## src/rtl/ct_lsu_st_sf_req_gen.sv

```systemverilog
// Store-pipe spec-fail request generator: DC->DA holding register plus one-shot train/check pulses.
// Optional LSU_SF_DUP_FILTER_EN adds a single-entry cooldown filter against repeated training.
module ct_lsu_st_sf_req_gen #(
    parameter int unsigned COOLDOWN = 8
) (
    input  logic        sf_clk,
    input  logic        cpurst_b,
    input  logic        rtu_yy_xx_flush,
    input  logic        st_dc_sf_vld,
    input  logic        st_dc_stall,
    input  logic [35:0] st_dc_addr_tto4,
    input  logic [15:0] st_dc_bytes_vld,
    input  logic [6:0]  st_dc_iid,
    input  logic        st_dc_spec_fail,
    input  logic        st_dc_mark_hit,
    output logic [35:0] st_da_sf_addr_tto4,
    output logic [15:0] st_da_sf_bytes_vld,
    output logic [6:0]  st_da_sf_iid,
    output logic        st_da_sf_no_spec_miss,
    output logic        st_da_sf_no_spec_miss_gate,
    output logic        st_da_sf_spec_chk,
    output logic        st_da_sf_spec_chk_gate
);

    logic        r_da_vld;
    logic        r_da_issued;
    logic [35:0] r_da_addr;
    logic [15:0] r_da_bytes;
    logic [6:0]  r_da_iid;
    logic        r_da_spec_fail;
    logic        r_da_mark_hit;

    logic        w_evt;
    logic        w_filt_hit;
    logic        w_no_spec_miss;

    assign w_evt          = r_da_vld & ~r_da_issued;
    assign w_no_spec_miss = w_evt & r_da_spec_fail & ~w_filt_hit;

    // Flush beats capture; capture beats the issued-set so a fresh store always gets its own event.
    always_ff @(posedge sf_clk or negedge cpurst_b) begin
        if (!cpurst_b) begin
            r_da_vld       <= 1'b0;
            r_da_issued    <= 1'b0;
            r_da_addr      <= '0;
            r_da_bytes     <= '0;
            r_da_iid       <= '0;
            r_da_spec_fail <= 1'b0;
            r_da_mark_hit  <= 1'b0;
        end else begin
            if (w_evt) begin
                r_da_issued <= 1'b1;
            end
            if (rtu_yy_xx_flush) begin
                r_da_vld    <= 1'b0;
                r_da_issued <= 1'b0;
            end else if (!st_dc_stall) begin
                if (st_dc_sf_vld) begin
                    r_da_vld       <= 1'b1;
                    r_da_issued    <= 1'b0;
                    r_da_addr      <= st_dc_addr_tto4;
                    r_da_bytes     <= st_dc_bytes_vld;
                    r_da_iid       <= st_dc_iid;
                    r_da_spec_fail <= st_dc_spec_fail;
                    r_da_mark_hit  <= st_dc_mark_hit;
                end else begin
                    r_da_vld <= 1'b0;
                end
            end
        end
    end

`ifdef LSU_SF_DUP_FILTER_EN
    localparam logic [3:0] LP_COOLDOWN = 4'(COOLDOWN);

    logic [35:0] r_filt_addr;
    logic [3:0]  r_cnt;

    // Filter state is deliberately untouched by flush.
    always_ff @(posedge sf_clk or negedge cpurst_b) begin
        if (!cpurst_b) begin
            r_filt_addr <= '0;
            r_cnt       <= '0;
        end else if (w_no_spec_miss) begin
            r_filt_addr <= r_da_addr;
            r_cnt       <= LP_COOLDOWN;
        end else if (r_cnt != 4'd0) begin
            r_cnt <= r_cnt - 4'd1;
        end
    end

    assign w_filt_hit = (r_cnt != 4'd0) && (r_da_addr == r_filt_addr);
`else
    assign w_filt_hit = 1'b0;
`endif

    assign st_da_sf_addr_tto4         = r_da_addr;
    assign st_da_sf_bytes_vld         = r_da_bytes;
    assign st_da_sf_iid               = r_da_iid;
    assign st_da_sf_no_spec_miss      = w_no_spec_miss;
    assign st_da_sf_spec_chk          = w_evt & r_da_mark_hit;
    assign st_da_sf_no_spec_miss_gate = r_da_vld & r_da_spec_fail;
    assign st_da_sf_spec_chk_gate     = r_da_vld & r_da_mark_hit;

endmodule
```

## config.mk

```make
export PLATFORM = sky130hd
export DESIGN_NAME = ct_lsu_st_sf_req_gen
export DESIGN_NICKNAME = d
export VERILOG_FILES = /design/src/rtl/ct_lsu_st_sf_req_gen.sv
export SDC_FILE = /design/constraint.sdc
export NUM_CORES = 1
export LEC_CHECK = 0
export ABC_AREA = 1
export CAP_MARGIN = 40
export CORE_MARGIN = 2
export CORE_UTILIZATION = 36
export DETAILED_ROUTE_END_ITERATION = 16
export GPL_ROUTABILITY_DRIVEN = 0
export PLACE_DENSITY = 0.83
export SETUP_SLACK_MARGIN = 0.05
export SYNTH_ARGS = -nofsm -noshare
export SYNTH_HDL_FRONTEND = slang
export SYNTH_SLANG_ARGS = --single-unit
```

## constraint.sdc

```tcl
create_clock -name sf_clk -period 0.8 [get_ports sf_clk]
set_input_delay 0.16 -clock sf_clk [delete_from_list [all_inputs] [get_ports sf_clk]]
set_output_delay 0.16 -clock sf_clk [all_outputs]
set_load 0.02 [all_outputs]
```

==> qor.yml, run 1 <==
dieArea_sq_um: 7640
antenna_found_initial: 0
layout-drive-gt1-share_pct: 37.3
die_h_microns: 87.4
slew_headroom_pct: 83.5
drt_wl_total_microns: 8260
cp-end-kind: "output pin"
synth_fp_nets: 346
synth_cells: 280
layout_commonest_cell: "nand2_1"
track_usage_pct: 21.6
syn_to_final_growth_pct: 96.3
powerDensity_nw_per_um2: 2110
cts_tree: "done"
cap_violations: 0
min_path_type: "in -> reg"
fin_skew_ns: 0.00178
path_class: "reg -> out"
viasPerCell: 4.76
slew_viol_final: 0
grt_pass1_vias: 2533
cts_sinks: 63
fmax_mhz: 831
violations: "negative setup slack"
p_leak_nw: 2.48
nets: 514
rsz0062_at_grt: "yes"
synthTopCellsByArea: "dfrtp_1 (63%), nand2_1 (19%), nand3_1 (12%)"
coreArea_sq_um: 6760
io_pins: 129
grt_pass1_wl_microns: 12500
tns_ns: -14.83
cp_max_fo: 3
setup_ws_ns: -0.404
routedWlPerCell_microns: 15.5
slowest_stage: "dfrtp_1"
drtPass1Iterations: 4
drc: 0
finalCritPeriodShare_pct: 151
clkTransAtPathRegs_ns: 0.06
numCtsBuffers: 9
seq_area_frac_synth_pct: 63.0
status: "finished, violations left"
io_buffer_count: 128
h-tree-depth: 3
finalHoldViolCount: 0
required_ns: 0.64
drt_iter0_markers: 82
synth-warning-count: 0
critPathArrivalTime_ns: 1.04
syn_area_per_cell_sq_um: 8.94
ir_worst_vdd_uv: 1100
tightest_slew_ns: 0.247
start_util_pct: 37.1
cts.path.max_buffers: 2
final_cell_mix: "nand2_1 (99), buf_6 (76), dfrtp_1 (63)"
setup_violations: 65
max_stage_delay_ns: 0.41
crit_chain: "nand2_2 -> nor2_4 -> buf_6"
fin_util_pct: 72.7
ant_nets: 0
clock_latency_ns: 0.32
yosysTopAreaCellShare_pct: 63.0
startpoint_type: "flop"
layout_min_cycle_time_ns: 1.20
yosysTopAreaCell: "dfrtp_1"
die_w_microns: 87.4
n_antenna_cell: 0
std_cell_rows: 30
grt_remaining_overflow: 0
route.vias.total: 2537
ys_ff_latch: 63
synth.distinct_cells: 9
cts_root_buffer: "clkbuf_8"
worst_hold_slack_ns: 0.102
grt_max_degree: 38
dpl.hpwl_microns: 4940
netlist_area_sq_um: 2500
cells in the mapped netlist:
library cell  number
buf_2             19
dfrtp_1           63
inv_1              4
nand2_1          125
nand2_2            1
nand3_1           62
nor2_1             4
nor2_4             1
o21ai_0            1
what timing repair did:
item                       CTS  global route
resized for setup          410            52
hold buffers                 1             0
cloned                       8             1
pin swaps                    9            19
setup buffers               11            15
hold endpoints to repair    63             0
setup endpoints to repair  126            92
cells by family after synthesis:
family | after synthesis | synth area share, %
simple gates | 193 | 32.4
compound gates | 1 | 0.200
flops | 63 | 63.0
buf+inv | 23 | 4.40
critical path, delay by kind of cell (launching register included):
family,cells,cell delay (ns)
AND/OR/NAND/NOR,2,0.20
buffers and inverters,1,0.12
flip-flops,1,0.41
final timing paths:
kind	start	endpoint	slack, ns	cells past startpoint
setup / recovery	r_da_vld	st_da_sf_spec_chk	-0.40	3
hold / removal	rtu_yy_xx_flush	r_da_vld	0.10	4
setup reg to reg	r_da_vld	r_da_issued	-0.10	4
hold reg to reg	st_da_sf_bytes_vld[1]	st_da_sf_bytes_vld[1]	0.49	2
max in group asynchronous	cpurst_b	st_da_sf_bytes_vld[13]	0.22	3
min in group asynchronous	cpurst_b	st_da_sf_addr_tto4[25]	0.36	3
final cells by class:
type | instances | area [sq um]
repair buffers | 176 | 2020
fillers | 512 | 1840
flip-flops and latches | 63 | 1580
multi-input cells | 194 | 993
clock buffers | 12 | 135
well taps | 80 | 100
clock inverters | 4 | 70.1
inverters | 4 | 15.0
sequential cells by signal, indices dropped and copies added, names as in the netlist:
name                count
r_da_issued             1
r_da_mark_hit           1
r_da_spec_fail          1
r_da_vld                1
st_da_sf_addr_tto4     36
st_da_sf_bytes_vld     16
st_da_sf_iid            7
per-stage QoR:
step                area [sq um]  setup slack, ns  instances  power (mW)
CTS                         4620           -0.434        520        10.1
global route                4910           -0.457        533        10.9
floorplan                   2540           0.0234        280        5.14
global placement            3980           -0.536        484        6.68
finish                      4910           -0.404        533        10.4
detailed placement          3980           -0.589        484        6.75
report_power, final:
| part | leakage (nW) | switching [mW] | internal, mW | total, mW |
|---|---|---|---|---|
| registers | 0.788 | 0.423 | 3.69 | 4.11 |
| logic | 1.58 | 1.52 | 1.84 | 3.36 |
| clock network | 0.104 | 1.14 | 1.75 | 2.89 |
| total | 2.48 | 3.09 | 7.28 | 10.4 |
layer usage:
layer | routed length, microns | global-route usage [%] | part of all wire (%)
met4 | 184 | 9.37 | 2.2
met2 | 4420 | 36.4 | 54
met3 | 415 | 4.55 | 5.0
met1 | 3240 | 26.8 | 39
met5 | 0 | 0 | 0
(Power assumes the default switching activity.)
==> run 2, diff against run 1 <==
--- a/config.mk
+++ b/config.mk
@@ -7,7 +7,6 @@
 export LEC_CHECK = 0
 export ABC_AREA = 1
 export CAP_MARGIN = 40
-export CORE_MARGIN = 2
 export CORE_UTILIZATION = 36
 export DETAILED_ROUTE_END_ITERATION = 16
 export GPL_ROUTABILITY_DRIVEN = 0
==> run 2 against run 1 <==
Compared with the run above:
- the run still ends with negative setup slack left
- power rose by 9.2%
- largest power group unchanged
- final area hardly changed
- critical path depth unchanged
- clock skew grew 0.0049 ns
- highest routed layer unchanged
==> qor.yml, run 2 (synthesis results as in run 1) <==
status: "finished, violations left"
violations: "negative setup slack"
cp_max_fo: 3
postPlaceCellArea_sq_um: 3960
design_area_sq_um: 4920
post-place-cells: 480
finalHoldViolCount: 0
grt_pass1_wl_microns: 12600
grt_remaining_overflow: 0
whs_path_depth: 4
std_cell_rows: 30
grt_pass1_vias: 2603
required_ns: 0.64
slew_viol_final: 0
largest_reg_flops: 36
routedWlPerCell_microns: 15.6
final_cells: 534
start_util_pct: 37.1
track_usage_pct: 22.5
numCtsBuffers: 9
io_buffer_count: 128
cts.path.max_buffers: 2
ant_nets: 0
setup_violations: 65
finalCritPeriodShare_pct: 151
clock_latency_ns: 0.33
dieArea_sq_um: 7290
cts_sinks: 63
powerDensity_nw_per_um2: 2300
rsz0062_at_grt: "yes"
final_cell_mix: "nand2_1 (105), buf_6 (81), dfrtp_1 (63)"
met2_usage_pct: 40.1
cts_tree: "done"
ir_worst_vdd_uv: 1070
layout_min_cycle_time_ns: 1.21
intPower_mw: 8.13
die_w_microns: 85.4
cp-end-kind: "output pin"
grt.busiest_layer: "met2"
die_h_microns: 85.4
met3_usage_pct: 4.38
total_power_mw: 11.3
drc: 0
setup_ws_ns: -0.408
viasPerCell: 4.88
io_pins: 129
drtPass1Iterations: 7
critPathArrivalTime_ns: 1.05
worst_hold_slack_ns: 0.105
cap_violations: 0
antenna_found_initial: 0
fin_skew_ns: 0.00664
min_path_type: "in -> reg"
layout-drive-gt1-share_pct: 36.4
coreArea_sq_um: 6760
gr-usage-met1_pct: 26.8
cts_root_buffer: "clkbuf_8"
p_clk_share_pct: 33.7
clkTransAtPathRegs_ns: 0.07
tightest_slew_ns: 0.336
fill_cells: 493
p_leak_nw: 2.48
layout_commonest_cell: "nand2_1"
r2r_cells: 4
path_class: "reg -> out"
syn_to_final_growth_pct: 96.4
power_frac_seq_pct: 36.2
drt_iter0_markers: 83
drt_wl_total_microns: 8310
grt_max_degree: 64
switchingPower_mw: 3.18
route.vias.total: 2607
nets: 514
fmax_mhz: 828
startpoint_type: "flop"
pwr-share-comb_pct: 30.1
dpl.hpwl_microns: 4550
slew_headroom_pct: 77.6
h-tree-depth: 3
sw_frac_of_total_pct: 28.1
==> run 2: final timing paths <==
path                                     endpoint  slack [ns]                    from
max                             st_da_sf_spec_chk       -0.41                r_da_vld
max reg2reg                           r_da_issued       -0.12                r_da_vld
min reg2reg                st_da_sf_addr_tto4[28]        0.50  st_da_sf_addr_tto4[28]
min in group asynchronous   st_da_sf_bytes_vld[1]        0.37                cpurst_b
min                                      r_da_vld        0.11         rtu_yy_xx_flush
max in group asynchronous         st_da_sf_iid[4]        0.14                cpurst_b
==> run 2: area by class of cell <==
class	count	area [sq um]	area share (%)
multi-input combinational	194	940	19.1
sequential	63	1580	32.1
inverter	4	15.0	0.305
clock buffer	11	151	3.08
tap	80	100	2.04
antenna	1	2.50	0.0509
timing repair buffer	176	2000	40.7
clock inverter	5	128	2.60
==> run 2: power groups by stage <==
stage                     combinational (mW)  sequential, mW  clock, mW
after global placement                  2.65            4.01          0
after CTS                               3.15            4.07       3.84
final                                   3.41            4.10       3.81
after global routing                    3.62            4.14       4.01
after detailed placement                2.70            4.02          0
after floorplan                        0.545            4.59          0
==> run 2: timing repair <==
item | in CTS | in global routing
setup buffers | 19 | 14
endpoints found under the hold margin | 63 | 0
endpoints found under the setup margin | 126 | 89
pin swaps | 7 | 17
gates resized for setup | 403 | 41
hold buffers | 1 | 0
cloned | 7 | 0
==> run 2: layer usage <==
| metal | part of all wire, % | wire length (microns) |
|---|---|---|
| met1 | 39 | 3240 |
| met3 | 5.6 | 468 |
| met5 | 0 | 0 |
| met2 | 54 | 4460 |
| met4 | 1.7 | 143 |
==> run 2: worst max-delay path, stage by stage, from the launching register on <==
cell and delay, ns:
dfrtp_1 0.40, nand2_2 0.10, nor2_4 0.09, buf_6 0.12
==> run 2: metrics by stage <==
step                      setup WS, ns  TNS [ns]  utilization, %
after floorplan                 0.0234         0               -
after global placement          -0.550    -52.69            58.6
after CTS                       -0.423    -15.58            70.2
after detailed placement        -0.581    -54.32            58.6
final                           -0.408    -15.22            72.8
after global routing            -0.464    -17.07            72.7
